### src/rtl/uart_param_core_if.sv
// Host-side bundle for uart_param_core: TX write handshake and RX result strobe.
// master = host/consumer, slave = UART core.
interface uart_param_core_if #(
  parameter int DATA_BITS = 8
);
  logic                 tx_valid;
  logic [DATA_BITS-1:0] tx_data;
  logic                 tx_ready;
  logic [DATA_BITS-1:0] rx_data;
  logic                 rx_valid;
  logic                 parity_error;
  logic                 stop_error;

  modport master (
    output tx_valid, tx_data,
    input  tx_ready, rx_data, rx_valid, parity_error, stop_error
  );

  modport slave (
    input  tx_valid, tx_data,
    output tx_ready, rx_data, rx_valid, parity_error, stop_error
  );
endinterface

### src/rtl/uart_param_core.sv
// Parametrised full-duplex UART: oversample/baud tick generator, FIFO-fed TX,
// oversampled RX with parity/stop checking and internal loopback.
module uart_param_core #(
  parameter int CLK_FREQ      = 50_000_000,
  parameter int BAUD_RATE     = 9600,
  parameter int DATA_BITS     = 8,
  parameter int OVERSAMPLE    = 16,
  parameter int TX_FIFO_DEPTH = 4
) (
  input  logic                             clk,
  input  logic                             rst,
  uart_param_core_if.slave                 bus,
  input  logic                             par_en,
  input  logic                             par_odd,
  input  logic                             two_stop,
  input  logic                             loopback,
  input  logic                             rxd_in,
  output logic                             txd_out,
  output logic                             tx_busy,
  output logic [$clog2(TX_FIFO_DEPTH):0]   tx_fifo_count
);

  localparam int OS_DIV_RAW = CLK_FREQ / (BAUD_RATE * OVERSAMPLE);
  localparam int OS_DIV     = (OS_DIV_RAW < 1) ? 1 : OS_DIV_RAW;
  localparam int DIV_W      = $clog2(OS_DIV + 1);
  localparam int OS_W       = $clog2(OVERSAMPLE);
  localparam int BIT_W      = $clog2(DATA_BITS);
  localparam int PTR_W      = $clog2(TX_FIFO_DEPTH);
  localparam int CNT_W      = PTR_W + 1;

  localparam logic [DIV_W-1:0] DIV_LAST  = DIV_W'(OS_DIV - 1);
  localparam logic [OS_W-1:0]  OS_LAST   = OS_W'(OVERSAMPLE - 1);
  localparam logic [OS_W-1:0]  OS_HALF   = OS_W'(OVERSAMPLE / 2 - 1);
  localparam logic [BIT_W-1:0] DATA_LAST = BIT_W'(DATA_BITS - 1);
  localparam logic [CNT_W-1:0] FIFO_FULL = CNT_W'(TX_FIFO_DEPTH);

  localparam logic [2:0] ST_IDLE   = 3'd0;
  localparam logic [2:0] ST_START  = 3'd1;
  localparam logic [2:0] ST_DATA   = 3'd2;
  localparam logic [2:0] ST_PARITY = 3'd3;
  localparam logic [2:0] ST_STOP   = 3'd4;

  // ---------------- tick generation ----------------
  logic [DIV_W-1:0] div_cnt_reg;
  logic [OS_W-1:0]  os_cnt_reg;
  logic             os_tick;
  logic             bit_tick;

  assign os_tick  = (div_cnt_reg == DIV_LAST);
  assign bit_tick = os_tick && (os_cnt_reg == OS_LAST);

  always_ff @(posedge clk or posedge rst) begin
    if (rst) begin
      div_cnt_reg <= '0;
      os_cnt_reg  <= '0;
    end else begin
      div_cnt_reg <= os_tick ? '0 : div_cnt_reg + 1'b1;
      if (os_tick)
        os_cnt_reg <= (os_cnt_reg == OS_LAST) ? '0 : os_cnt_reg + 1'b1;
    end
  end

  // ---------------- TX FIFO ----------------
  logic [DATA_BITS-1:0] fifo_mem [TX_FIFO_DEPTH];
  logic [PTR_W-1:0]     wr_ptr_reg;
  logic [PTR_W-1:0]     rd_ptr_reg;
  logic [CNT_W-1:0]     count_reg;
  logic                 fifo_ready;
  logic                 push;
  logic                 pop;

  assign fifo_ready    = (count_reg != FIFO_FULL);
  assign push          = bus.tx_valid && fifo_ready;
  assign bus.tx_ready  = fifo_ready;
  assign tx_fifo_count = count_reg;

  always_ff @(posedge clk) begin
    if (push)
      fifo_mem[wr_ptr_reg] <= bus.tx_data;
  end

  always_ff @(posedge clk or posedge rst) begin
    if (rst) begin
      wr_ptr_reg <= '0;
      rd_ptr_reg <= '0;
      count_reg  <= '0;
    end else begin
      if (push)
        wr_ptr_reg <= wr_ptr_reg + 1'b1;
      if (pop)
        rd_ptr_reg <= rd_ptr_reg + 1'b1;
      case ({push, pop})
        2'b10:   count_reg <= count_reg + 1'b1;
        2'b01:   count_reg <= count_reg - 1'b1;
        default: count_reg <= count_reg;
      endcase
    end
  end

  // ---------------- TX FSM ----------------
  logic [2:0]           tx_state_reg;
  logic [DATA_BITS-1:0] tx_shift_reg;
  logic [BIT_W-1:0]     tx_bit_reg;
  logic                 tx_par_bit_reg;
  logic                 tx_par_en_reg;
  logic                 tx_two_stop_reg;
  logic                 tx_stop2_reg;
  logic                 txd_reg;
  logic                 tx_stop_done;

  assign tx_stop_done = !tx_two_stop_reg || tx_stop2_reg;
  // A new word is taken either from idle or straight off the last stop bit,
  // so queued frames follow each other with no idle gap.
  assign pop = bit_tick && (count_reg != '0) &&
               ((tx_state_reg == ST_IDLE) || ((tx_state_reg == ST_STOP) && tx_stop_done));

  always_ff @(posedge clk or posedge rst) begin
    if (rst) begin
      tx_state_reg    <= ST_IDLE;
      tx_shift_reg    <= '0;
      tx_bit_reg      <= '0;
      tx_par_bit_reg  <= 1'b0;
      tx_par_en_reg   <= 1'b0;
      tx_two_stop_reg <= 1'b0;
      tx_stop2_reg    <= 1'b0;
      txd_reg         <= 1'b1;
    end else if (bit_tick) begin
      if (pop) begin
        tx_shift_reg    <= fifo_mem[rd_ptr_reg];
        tx_par_bit_reg  <= ^fifo_mem[rd_ptr_reg] ^ par_odd;
        tx_par_en_reg   <= par_en;
        tx_two_stop_reg <= two_stop;
        tx_stop2_reg    <= 1'b0;
        tx_bit_reg      <= '0;
        txd_reg         <= 1'b0;
        tx_state_reg    <= ST_START;
      end else begin
        case (tx_state_reg)
          ST_IDLE: begin
            txd_reg <= 1'b1;
          end
          ST_START: begin
            txd_reg      <= tx_shift_reg[0];
            tx_shift_reg <= tx_shift_reg >> 1;
            tx_bit_reg   <= '0;
            tx_state_reg <= ST_DATA;
          end
          ST_DATA: begin
            if (tx_bit_reg == DATA_LAST) begin
              if (tx_par_en_reg) begin
                txd_reg      <= tx_par_bit_reg;
                tx_state_reg <= ST_PARITY;
              end else begin
                txd_reg      <= 1'b1;
                tx_stop2_reg <= 1'b0;
                tx_state_reg <= ST_STOP;
              end
            end else begin
              txd_reg      <= tx_shift_reg[0];
              tx_shift_reg <= tx_shift_reg >> 1;
              tx_bit_reg   <= tx_bit_reg + 1'b1;
            end
          end
          ST_PARITY: begin
            txd_reg      <= 1'b1;
            tx_stop2_reg <= 1'b0;
            tx_state_reg <= ST_STOP;
          end
          ST_STOP: begin
            if (!tx_stop_done)
              tx_stop2_reg <= 1'b1;
            else
              tx_state_reg <= ST_IDLE;
          end
          default: begin
            txd_reg      <= 1'b1;
            tx_state_reg <= ST_IDLE;
          end
        endcase
      end
    end
  end

  assign tx_busy = (count_reg != '0) || (tx_state_reg != ST_IDLE);
  assign txd_out = loopback ? 1'b1 : txd_reg;

  // ---------------- RX path ----------------
  logic rx_sync1_reg;
  logic rx_sync2_reg;
  logic rx_line;
  logic rx_prev_reg;

  always_ff @(posedge clk or posedge rst) begin
    if (rst) begin
      rx_sync1_reg <= 1'b1;
      rx_sync2_reg <= 1'b1;
    end else begin
      rx_sync1_reg <= rxd_in;
      rx_sync2_reg <= rx_sync1_reg;
    end
  end

  // Internal TX serial is already in this clock domain, so it bypasses the synchroniser.
  assign rx_line = loopback ? txd_reg : rx_sync2_reg;

  logic [2:0]           rx_state_reg;
  logic [OS_W-1:0]      rx_cnt_reg;
  logic [BIT_W-1:0]     rx_bit_reg;
  logic [DATA_BITS-1:0] rx_shift_reg;
  logic                 rx_par_en_reg;
  logic                 rx_par_odd_reg;
  logic                 rx_par_bit_reg;
  logic [DATA_BITS-1:0] rx_data_reg;
  logic                 rx_valid_reg;
  logic                 parity_error_reg;
  logic                 stop_error_reg;

  always_ff @(posedge clk or posedge rst) begin
    if (rst) begin
      rx_prev_reg      <= 1'b1;
      rx_state_reg     <= ST_IDLE;
      rx_cnt_reg       <= '0;
      rx_bit_reg       <= '0;
      rx_shift_reg     <= '0;
      rx_par_en_reg    <= 1'b0;
      rx_par_odd_reg   <= 1'b0;
      rx_par_bit_reg   <= 1'b0;
      rx_data_reg      <= '0;
      rx_valid_reg     <= 1'b0;
      parity_error_reg <= 1'b0;
      stop_error_reg   <= 1'b0;
    end else begin
      rx_valid_reg <= 1'b0;
      if (os_tick) begin
        rx_prev_reg <= rx_line;
        case (rx_state_reg)
          ST_IDLE: begin
            if (rx_prev_reg && !rx_line) begin
              rx_par_en_reg  <= par_en;
              rx_par_odd_reg <= par_odd;
              rx_cnt_reg     <= '0;
              rx_state_reg   <= ST_START;
            end
          end
          ST_START: begin
            if (rx_cnt_reg == OS_HALF) begin
              rx_cnt_reg   <= '0;
              rx_bit_reg   <= '0;
              rx_state_reg <= rx_line ? ST_IDLE : ST_DATA;
            end else begin
              rx_cnt_reg <= rx_cnt_reg + 1'b1;
            end
          end
          ST_DATA: begin
            if (rx_cnt_reg == OS_LAST) begin
              rx_cnt_reg   <= '0;
              rx_shift_reg <= {rx_line, rx_shift_reg[DATA_BITS-1:1]};
              if (rx_bit_reg == DATA_LAST)
                rx_state_reg <= rx_par_en_reg ? ST_PARITY : ST_STOP;
              else
                rx_bit_reg <= rx_bit_reg + 1'b1;
            end else begin
              rx_cnt_reg <= rx_cnt_reg + 1'b1;
            end
          end
          ST_PARITY: begin
            if (rx_cnt_reg == OS_LAST) begin
              rx_cnt_reg     <= '0;
              rx_par_bit_reg <= rx_line;
              rx_state_reg   <= ST_STOP;
            end else begin
              rx_cnt_reg <= rx_cnt_reg + 1'b1;
            end
          end
          ST_STOP: begin
            if (rx_cnt_reg == OS_LAST) begin
              rx_cnt_reg       <= '0;
              rx_data_reg      <= rx_shift_reg;
              rx_valid_reg     <= 1'b1;
              parity_error_reg <= rx_par_en_reg &&
                                  ((^rx_shift_reg ^ rx_par_odd_reg) != rx_par_bit_reg);
              stop_error_reg   <= !rx_line;
              rx_state_reg     <= ST_IDLE;
            end else begin
              rx_cnt_reg <= rx_cnt_reg + 1'b1;
            end
          end
          default: begin
            rx_cnt_reg   <= '0;
            rx_state_reg <= ST_IDLE;
          end
        endcase
      end
    end
  end

  assign bus.rx_data      = rx_data_reg;
  assign bus.rx_valid     = rx_valid_reg;
  assign bus.parity_error = parity_error_reg;
  assign bus.stop_error   = stop_error_reg;

endmodule

### src/flat_wrapper.sv
// flat-port wrapper written by rule: the top's interface ports become plain ports
module uart_param_core_flat 
#(
  parameter int CLK_FREQ      = 50_000_000,
  parameter int BAUD_RATE     = 9600,
  parameter int DATA_BITS     = 8,
  parameter int OVERSAMPLE    = 16,
  parameter int TX_FIFO_DEPTH = 4
)
  (clk, rst, par_en, par_odd, two_stop, loopback, rxd_in, txd_out, tx_busy, tx_fifo_count, bus_tx_valid, bus_tx_data, bus_tx_ready, bus_rx_data, bus_rx_valid, bus_parity_error, bus_stop_error);
  uart_param_core_if #(.DATA_BITS(DATA_BITS)) bus_i ();
  input  logic clk;
  input  logic rst;
  input  logic par_en;
  input  logic par_odd;
  input  logic two_stop;
  input  logic loopback;
  input  logic rxd_in;
  output logic txd_out;
  output logic tx_busy;
  output logic [$clog2(TX_FIFO_DEPTH):0] tx_fifo_count;
  input wire logic [$bits(bus_i.tx_valid)-1:0] bus_tx_valid;
  input wire logic [$bits(bus_i.tx_data)-1:0] bus_tx_data;
  output wire logic [$bits(bus_i.tx_ready)-1:0] bus_tx_ready;
  output wire logic [$bits(bus_i.rx_data)-1:0] bus_rx_data;
  output wire logic [$bits(bus_i.rx_valid)-1:0] bus_rx_valid;
  output wire logic [$bits(bus_i.parity_error)-1:0] bus_parity_error;
  output wire logic [$bits(bus_i.stop_error)-1:0] bus_stop_error;
  assign bus_i.tx_valid = bus_tx_valid;
  assign bus_i.tx_data = bus_tx_data;
  assign bus_tx_ready = bus_i.tx_ready;
  assign bus_rx_data = bus_i.rx_data;
  assign bus_rx_valid = bus_i.rx_valid;
  assign bus_parity_error = bus_i.parity_error;
  assign bus_stop_error = bus_i.stop_error;
  uart_param_core #(.CLK_FREQ(CLK_FREQ), .BAUD_RATE(BAUD_RATE), .DATA_BITS(DATA_BITS), .OVERSAMPLE(OVERSAMPLE), .TX_FIFO_DEPTH(TX_FIFO_DEPTH)) u_core (.clk(clk), .rst(rst), .bus(bus_i), .par_en(par_en), .par_odd(par_odd), .two_stop(two_stop), .loopback(loopback), .rxd_in(rxd_in), .txd_out(txd_out), .tx_busy(tx_busy), .tx_fifo_count(tx_fifo_count));
endmodule
### config.mk
export PLATFORM = sky130hd
export DESIGN_NAME = uart_param_core_flat
export DESIGN_NICKNAME = d
export VERILOG_FILES = /design/src/rtl/uart_param_core_if.sv /design/src/rtl/uart_param_core.sv /design/src/flat_wrapper.sv
export SDC_FILE = /design/constraint.sdc
export NUM_CORES = 1
export LEC_CHECK = 0
export ABC_AREA = 1
export BUFFER_PORTS_ARGS = -buffer_cell sky130_fd_sc_hd__buf_4
export CORE_MARGIN = 1.5
export CORE_UTILIZATION = 35
export DETAILED_ROUTE_END_ITERATION = 8
export GPL_TIMING_DRIVEN = 0
export MAX_ROUTING_LAYER = met4
export SLEW_MARGIN = 20
export SYNTH_ARGS = -nofsm -noshare
export SYNTH_HDL_FRONTEND = slang
export SYNTH_SLANG_ARGS = --single-unit
### constraint.sdc
create_clock -name clk -period 5.6 [get_ports clk]
set_clock_uncertainty 0.15 [all_clocks]
set_input_delay 0.84 -clock clk [delete_from_list [all_inputs] [get_ports clk]]
set_output_delay 0.84 -clock clk [all_outputs]
set_load 0.01 [all_outputs]
# Word-level counts from Yosys, hierarchy flattened
# Memories as Yosys holds them, arrays and structs flattened.
# Cells that the tools add are included.
[word_totals]
register_bits = 74
wordCells = 153
in_bits = 16
ram_bits = 32
mem_bits_ro = 0
output_inout_bits = 17
latch_bits = 0
memories = 1
[memory_table]
columns = ["name", "words", "width", "read_ports", "rd_ports_with_merged_regs", "write_ports", "line", "rtl"]
rows = [
  ["u_core.fifo_mem", 4, 8, 1, 0, 1, "uart_param_core.sv:64", "logic [DATA_BITS-1:0] fifo_mem [TX_FIFO_DEPTH];"],
]
[op_classes]
n_div = 0
shifts = 0
order_cmp = 0
add_sub_neg = 9
reduce_logical = 35
n_mux = 47
bitwise = 2
eq_ne = 32
mul = 0
[ops]
columns = ["op", "count"]
rows = [
  ["$mux W3", 16],
  ["$pmux W3 S5", 2],
  ["$pmux W3 S2", 3],
  ["$mux W4", 4],
  ["$mux W8", 2],
  ["$ne A2 B1 Y1 const B", 8],
  ["$pmux W8 S2", 1],
  ["$reduce_xor A8 Y1", 2],
  ["$reduce_and A3 Y1", 5],
  ["$mux W1", 14],
  ["$eq A3 B2 Y1 const B", 4],
  ["$eq A3 B3 Y1 const B", 4],
  ["$pmux W4 S3", 1],
  ["$reduce_and A5 Y1", 2],
  ["$add A3 B1 Y3 const B", 3],
  ["$add A9 B1 Y9 const B", 1],
  ["$eq A9 B9 Y1 const B", 1],
  ["$mux W9", 1],
  ["$ne A3 B2 Y1 const B", 3],
  ["$reduce_bool A3 Y1", 3],
  ["$add A4 B1 Y4 const B", 2],
  ["$eq A4 B4 Y1 const B", 2],
  ["$logic_and A1 B1 Y1", 7],
  ["$reduce_and A7 Y1", 1],
  ["21 further kinds", 33],
]

# Longest topological paths before layout
# Gate-level depths: netlist of the first run.
[logic_depth]
ltp_word = 7
ltp_mapped = 15

# Worst setup path after synthesis of the first run
# No wires, ideal clock.
[synth_timing]
path_type = "reg2reg"
from = "register u_core.div_cnt_reg[0]"
to = "register u_core.count_reg[2] (netlist: u_core.tx_fifo_count[2])"
path_slack_ns = 2.999
path_buffers = 0
path_stages_with_launch = 15
t_arrival_ns = 2.324
path_cell_list = "dfrtp_1 inv_1 ha_1 nand2_1 nor3b_2 nand3_2 nor2_8 nand2_4 inv_4 ha_1 inv_1 fa_1 a21oi_1 o21ai_0 xnor2_1"
[synth_between]
elab_chain_len = 6
word_cells_on_any_way = 8
[synth_rtl]
columns = ["item", "line", "rtl"]
rows = [
  ["start: declaration", "uart_param_core.sv:44", "logic [DIV_W-1:0] div_cnt_reg;"],
  ["start signal: assignment", "uart_param_core.sv:57", "div_cnt_reg <= os_tick ? '0 : div_cnt_reg + 1'b1;"],
  ["$eq A9 B9 Y1 *", "uart_param_core.sv:49", "assign os_tick = (div_cnt_reg == DIV_LAST);"],
  ["$logic_and A1 B1 Y1 *", "uart_param_core.sv:50", "assign bit_tick = os_tick && (os_cnt_reg == OS_LAST);"],
  ["$logic_and A1 B1 Y1 * (2 in a row)", "uart_param_core.sv:114", "assign pop = bit_tick && (count_reg != '0) &&"],
  ["$eq A2 B1 Y1 or $eq A2 B2 Y1 (tied branches)", "uart_param_core.sv:92", "case ({push, pop})"],
  ["$pmux W3 S2 or $reduce_bool A2 Y1 (tied branches)", "--", ""],
  ["end signal: assignment", "uart_param_core.sv:93", "2'b10: count_reg <= count_reg + 1'b1;"],
  ["end signal: assignment", "uart_param_core.sv:94", "2'b01: count_reg <= count_reg - 1'b1;"],
  ["end signal: assignment", "uart_param_core.sv:95", "default: count_reg <= count_reg;"],
  ["end: declaration", "uart_param_core.sv:67", "logic [CNT_W-1:0] count_reg;"],
]
# Every way passes the cells marked *; elsewhere a longest branch is shown, timed or not.
# A chain may end at the register's enable or synchronous reset.

# Worst setup path in the final report of the first run
[layout_timing]
from = "register u_core.count_reg[0] (netlist: u_core.tx_fifo_count[0])"
to = "output tx_busy"
[layout_between]
elab_chain_len = 2
[layout_rtl]
columns = ["item", "line", "rtl"]
rows = [
  ["$reduce_bool A3 Y1", "uart_param_core.sv:184", "assign tx_busy = (count_reg != '0) || (tx_state_reg != ST_IDLE);"],
  ["$logic_or A1 B1 Y1", "uart_param_core.sv:184", ""],
  ["end: declaration", "flat_wrapper.sv:20", "output logic tx_busy;"],
]
# Every way passes these cells.

==> results.toml, run 1 <==
[run_status]
status = "complete, no violations"

[timing]
rsz0062_at_grt = "no"
drv_slew = 0
max_slew_margin_pct = 45.7
setup_tns_ns = 0
finalSetupViolations = 0
worst_pin_slew_ns = 0.811
final_hold_viol_count = 0
fin_crit_sh_pct = 54.7
fmax_mhz = 326
fin_crit_ns = 3.06

[setup_path]
slowest_delay_ns = 0.57
crit_path_cell_trace = "nor3_1 > clkbuf_1 > nand2_1 > buf_4"
slowest_stage = "nor3_1"
start_kind = "register"
path_class = "register to primary output"
cp_data_required_time_ns = 4.61
cp_data_arrival_time_ns = 2.07
crit_path_max_fanout = 10
setup.worst_path.end_class = "primary output"

[power]
fin_total_pwr_mw = 1.77
power.leakage_nw = 2.81
p_per_area_mw_per_mm2 = 295
ir_drop_mv = 0.192

[drt]
vias_per_cell = 4.80
vias = 3897
remaining_drc_errors = 0
drt_first_pass_iters = 4
drtAntennaViolNets = 0
drt-wirelength-per-cell_um = 12.5
drt_iter0_markers = 166
finalWirelength_um = 10100

[logic_synthesis]
syn_nets = 609
async_reset_ff_share_pct = 69.8
synth_ff_type = "dfrtp_1"
syn_area_mm2 = 0.00519
yosys_warnings = 0
synth_cell_type_count = 48
yosysMostFrequentCell = "nand2_1"
ys_top_cells_by_area = "dfrtp_1, edfxtp_1, nand2_1"
netlist.top_cell.by_area = "dfrtp_1"
synth_seq_area_share_pct = 54.3
synth_edf_count = 32
ys_ff_latch = 106
synth_top_area_share_pct = 33.7
syn-instance-count = 579
syn_area_per_cell_um2 = 8.97
synth_commonest_cells = "nand2_1, dfrtp_1, inv_1"

[clock_tree]
tritoncts = "built"
ctsResizeCount = 0
clock-sinks = 106
cts_made_buffers = 9
cts_root_buf = "clkbuf_16"
htreeDepth = 3
ctsHoldBuffers = 0
worstSkewPairLatency_ns = 0.35
clk_pin_slew_ns = 0.07
cts_max_path_buffers = 2
postCtsSetupBuffers = 0

[placed_design]
dp_hpwl_um = 7470
place_inst = 796
gp_congestion = 0.781
port_buffers = 32

[final_layout]
drive_gt1_share_pct = 14.5
post-route-util_pct = 41.2
nNetsFinal = 653
largest_reg_flops = 32
synthToLayoutAreaGrowth_pct = 15.4
fin_cells = 812
antenna_cells = 0
nFillCells = 1451

[global_route]
grt_max_degree = 57
grt_pass1_wl_um = 17300
first_global_vias = 3702
grt-ovfl-total = 0
grt_usage_pct = 14.0
antenna_found_initial = 0

[floorplanning]
num_rows = 44
design.core.area_mm2 = 0.0145
die_h_um = 125
boundaryPins = 33
start_util_pct = 35.7
die_width_um = 125
die_area_mm2 = 0.0156

[min_path]
hold_class = "register to register"

[run]
cap_violations = 0
[worst max-delay path, delay by kind of cell (launching register included)]
kind	cells	cell delay, ns
buffers and inverters	2	0.61
DFF	1	0.42
and+or+nand+nor	2	0.70
[per-layer routing]
| metal | share of wire (%) | global-route usage, % | vias up |
|---|---|---|---|
| li1 | - | - | 1976 |
| met1 | 46 | 17.2 | 1840 |
| met2 | 49 | 23.1 | 67 |
| met3 | 3.6 | 3.01 | 14 |
| met4 | 1.6 | 4.81 | 0 |
| met5 | 0 | - | - |
[placed cells by master, fill, tap and decap left out, types with 8 or more instances in the layout]
master,synthesis,final
a21oi_1,15,15
inv_1,66,65
clkbuf_16,0,9
dfrtp_1,70,70
nand3_1,34,34
nand2_1,185,185
edfxtp_1,32,32
nor2_1,22,22
buf_4,1,33
ha_1,13,13
o211ai_1,8,8
o21ai_0,48,48
nor3_1,10,10
[kinds of logic after synthesis]
family	after synthesis	share of synthesized area, %
xor+xnor	14	2.51
fa+ha+maj	14	3.52
simple gates	279	24.0
buf+inv	82	6.65
compound gates	84	9.06
flops	106	54.3
[layout make-up]
| class | instances | area, µm² | area share [%] |
|---|---|---|---|
| flip-flops and latches | 106 | 2820 | 47.0 |
| plain buffers | 11 | 75.1 | 1.25 |
| well taps | 184 | 230 | 3.84 |
| clock inverters | 5 | 46.3 | 0.772 |
| multi-input cells | 391 | 2030 | 33.9 |
| inverters | 71 | 273 | 4.55 |
| clock buffers | 11 | 253 | 4.22 |
| repair buffers | 33 | 268 | 4.47 |
[power breakdown]
| group | internal (mW) | switching (mW) | total, mW | leakage, nW |
|---|---|---|---|---|
| Combinational | 0.0858 | 0.155 | 0.240 | 1.42 |
| Clock | 0.333 | 0.297 | 0.630 | 0.142 |
| Sequential | 0.869 | 0.0294 | 0.899 | 1.25 |
[worst paths after layout]
check                                                          from                                  end  slack (ns)  cells past startpoint
worst min register to register        u_core.rx_sync1_reg$_DFF_PP1_        u_core.rx_sync2_reg$_DFF_PP1_        0.21                      0
worst max register to register      u_core.div_cnt_reg[0]$_DFF_PP0_  u_core.tx_fifo_count[2]$_DFFE_PP0P_        2.73                     14
max in group asynchronous                                       rst        u_core.rx_sync2_reg$_DFF_PP1_        4.40                      3
min in group asynchronous                                       rst   u_core.rx_shift_reg[5]$_DFFE_PP0P_        0.29                      2
worst max-delay path            u_core.tx_fifo_count[0]$_DFFE_PP0P_                              tx_busy        2.54                      4
worst min-delay path                  u_core.rx_sync1_reg$_DFF_PP1_        u_core.rx_sync2_reg$_DFF_PP1_        0.21                      0
[stage by stage]
| step | hold slack, ns | area, µm² | setup slack (ns) |
|---|---|---|---|
| after floorplan | 0.195 | 5190 | 2.74 |
| after global placement | 0.199 | 5660 | 1.79 |
| after detailed placement | 0.200 | 5690 | 2.73 |
| after CTS | 0.212 | 5990 | 2.48 |
| after global routing | 0.216 | 5990 | 2.42 |
| final | 0.209 | 5990 | 2.54 |
(Power assumes the default switching activity.)
==> run 2, diff against run 1 <==
==> constraint.sdc (replaced) <==
create_clock -name clk -period 2.91 [get_ports clk]
set_clock_uncertainty 0.15 [all_clocks]
set_input_delay 0.4365 -clock clk [delete_from_list [all_inputs] [get_ports clk]]
set_output_delay 0.4365 -clock clk [all_outputs]
set_load 0.01 [all_outputs]
==> results.toml, run 2 (synthesis results as in run 1) <==
[final_layout]
drive_gt1_share_pct = 15.6
post-route-util_pct = 41.9
synthToLayoutAreaGrowth_pct = 17.1
layout_common_cells = "nand2_1, dfrtp_1, inv_1, o21ai_0, buf_4"
layout_commonest_cell = "nand2_1"
largest_reg_flops = 32
fin_cells = 820
fin_area_mm2 = 0.00608
antenna_cells = 0
nNetsFinal = 661

[timing]
fmax_mhz = 368
fin_crit_ns = 2.72
max_slew_margin_pct = 45.5
finalSetupViolations = 0
final_hold_viol_count = 0
worst_pin_slew_ns = 0.814
fin_crit_sh_pct = 93.4
rsz0062_at_grt = "no"
layout_setup_ws_ns = 0.191
hold_slack_ns = 0.0468
setup_tns_ns = 0
drv_slew = 0

[drt]
finalWirelength_um = 10200
drt_iter0_markers = 156
drt-wirelength-per-cell_um = 12.5
drt_first_pass_iters = 4
drtAntennaViolNets = 0
remaining_drc_errors = 0
vias = 3933
vias_per_cell = 4.80

[setup_path]
start_kind = "register"
setup.worst_path.end_class = "register"
cp_data_required_time_ns = 2.99
crit_family = "simple AND/OR/NAND/NOR gates"
crit_path_max_fanout = 8
path_class = "register to register"
path_buf_inv = 3
crit_path_cell_trace = "inv_1 > ha_1 > nand2_1 > nor3b_4 > nand3_4 > nor2_8 > nand2_8 > inv_6 > ha_1 > inv_1 > fa_2 > a21oi_1 > o21ai_1 > xnor2_1"
slowest_stage = "dfrtp_1"
slowest_delay_ns = 0.40
cp_data_arrival_time_ns = 2.80

[power]
ir_drop_mv = 0.367
clkPwrFrac_pct = 35.5
switching_share_pct = 27.3
p_per_area_mw_per_mm2 = 561
power_frac_comb_pct = 13.8
p_int_mw = 2.48
p_switching_uw = 930
power.leakage_nw = 2.85
fin_total_pwr_mw = 3.41
power_frac_seq_pct = 50.7

[clock_tree]
cts_max_path_buffers = 2
cts_root_buf = "clkbuf_16"
clock-sinks = 106
htreeDepth = 3
cts_made_buffers = 9
worstSkewPairLatency_ns = 0.35
tritoncts = "built"
clk_pin_slew_ns = 0.07

[global_route]
antenna_found_initial = 0
grt_max_degree = 57
grt_pass1_wl_um = 17300
first_global_vias = 3705
grt-ovfl-total = 0
grt_usage_pct = 14.0

[floorplanning]
start_util_pct = 35.7
die_area_mm2 = 0.0156
num_rows = 44
boundaryPins = 33
die_width_um = 125
design.core.area_mm2 = 0.0145
die_h_um = 125

[placed_design]
place_ws_ns = 0.0439
port_buffers = 32
place_inst = 796
dpl_cell_area_mm2 = 0.00569
dp_hpwl_um = 7470
gp_congestion = 0.781

[min_path]
hold_class = "input port to register"

[run]
cap_violations = 0

[run_status]
status = "complete, no violations"
## run 2: path summary, 6_finish.rpt
path	slack, ns	depth (start not counted)	end	startpoint
worst max-delay path	0.19	14	u_core.tx_fifo_count[2]$_DFFE_PP0P_	u_core.div_cnt_reg[0]$_DFF_PP0_
worst min-delay path	0.05	1	u_core.rx_sync1_reg$_DFF_PP1_	rxd_in
worst max register to register	0.19	14	u_core.tx_fifo_count[2]$_DFFE_PP0P_	u_core.div_cnt_reg[0]$_DFF_PP0_
worst min register to register	0.21	0	u_core.rx_sync2_reg$_DFF_PP1_	u_core.rx_sync1_reg$_DFF_PP1_
max in group asynchronous	1.56	4	u_core.rx_sync1_reg$_DFF_PP1_	rst
min in group asynchronous	0.44	3	u_core.rx_cnt_reg[2]$_DFFE_PP0P_	rst
## run 2: layout make-up
type,instances,area (µm²)
Timing Repair Buffer,41,330
Fill cell,1442,8450
Multi-Input combinational cell,391,2060
Tap cell,184,230
Clock inverter,5,46.3
Clock buffer,11,253
Sequential cell,106,2820
Inverter,71,275
Buffer,11,75.1
## run 2: routing by layer
metal  wire [µm]  track usage [%]  share of wire (%)
met5           0                -                  0
met4         155             4.81                1.5
met3         328             3.01                3.2
met2        5070             23.1                 50
met1        4680             17.2                 46
## run 2: what timing repair did
| item | in CTS | in global routing |
|---|---|---|
| hold buffers | 1 | 0 |
| resized for setup | 0 | 6 |
| hold endpoints to repair | 18 | 0 |
| buffers inserted | 0 | 7 |
| endpoints found under the setup margin | 0 | 1 |
## run 2: worst reg2reg max path: stages, from the launching register on
cell	delay, ns
dfrtp_1	0.40
inv_1	0.08
ha_1	0.16
nand2_1	0.08
nor3b_4	0.29
nand3_4	0.15
nor2_8	0.19
nand2_8	0.10
inv_6	0.10
ha_1	0.15
inv_1	0.07
fa_2	0.34
a21oi_1	0.14
o21ai_1	0.08
xnor2_1	0.12
## run 2: power by group through the flow
| stage | Combinational (mW) | Sequential, mW | Clock [mW] |
|---|---|---|---|
| 3_5_place_dp | 0.476 | 1.76 | 0 |
| 6_report | 0.470 | 1.73 | 1.21 |
| 4_1_cts | 0.479 | 1.73 | 1.26 |
| 3_3_place_gp | 0.453 | 1.76 | 0 |
| 5_1_grt | 0.539 | 1.74 | 1.31 |
| 2_1_floorplan | 0.294 | 1.76 | 0 |
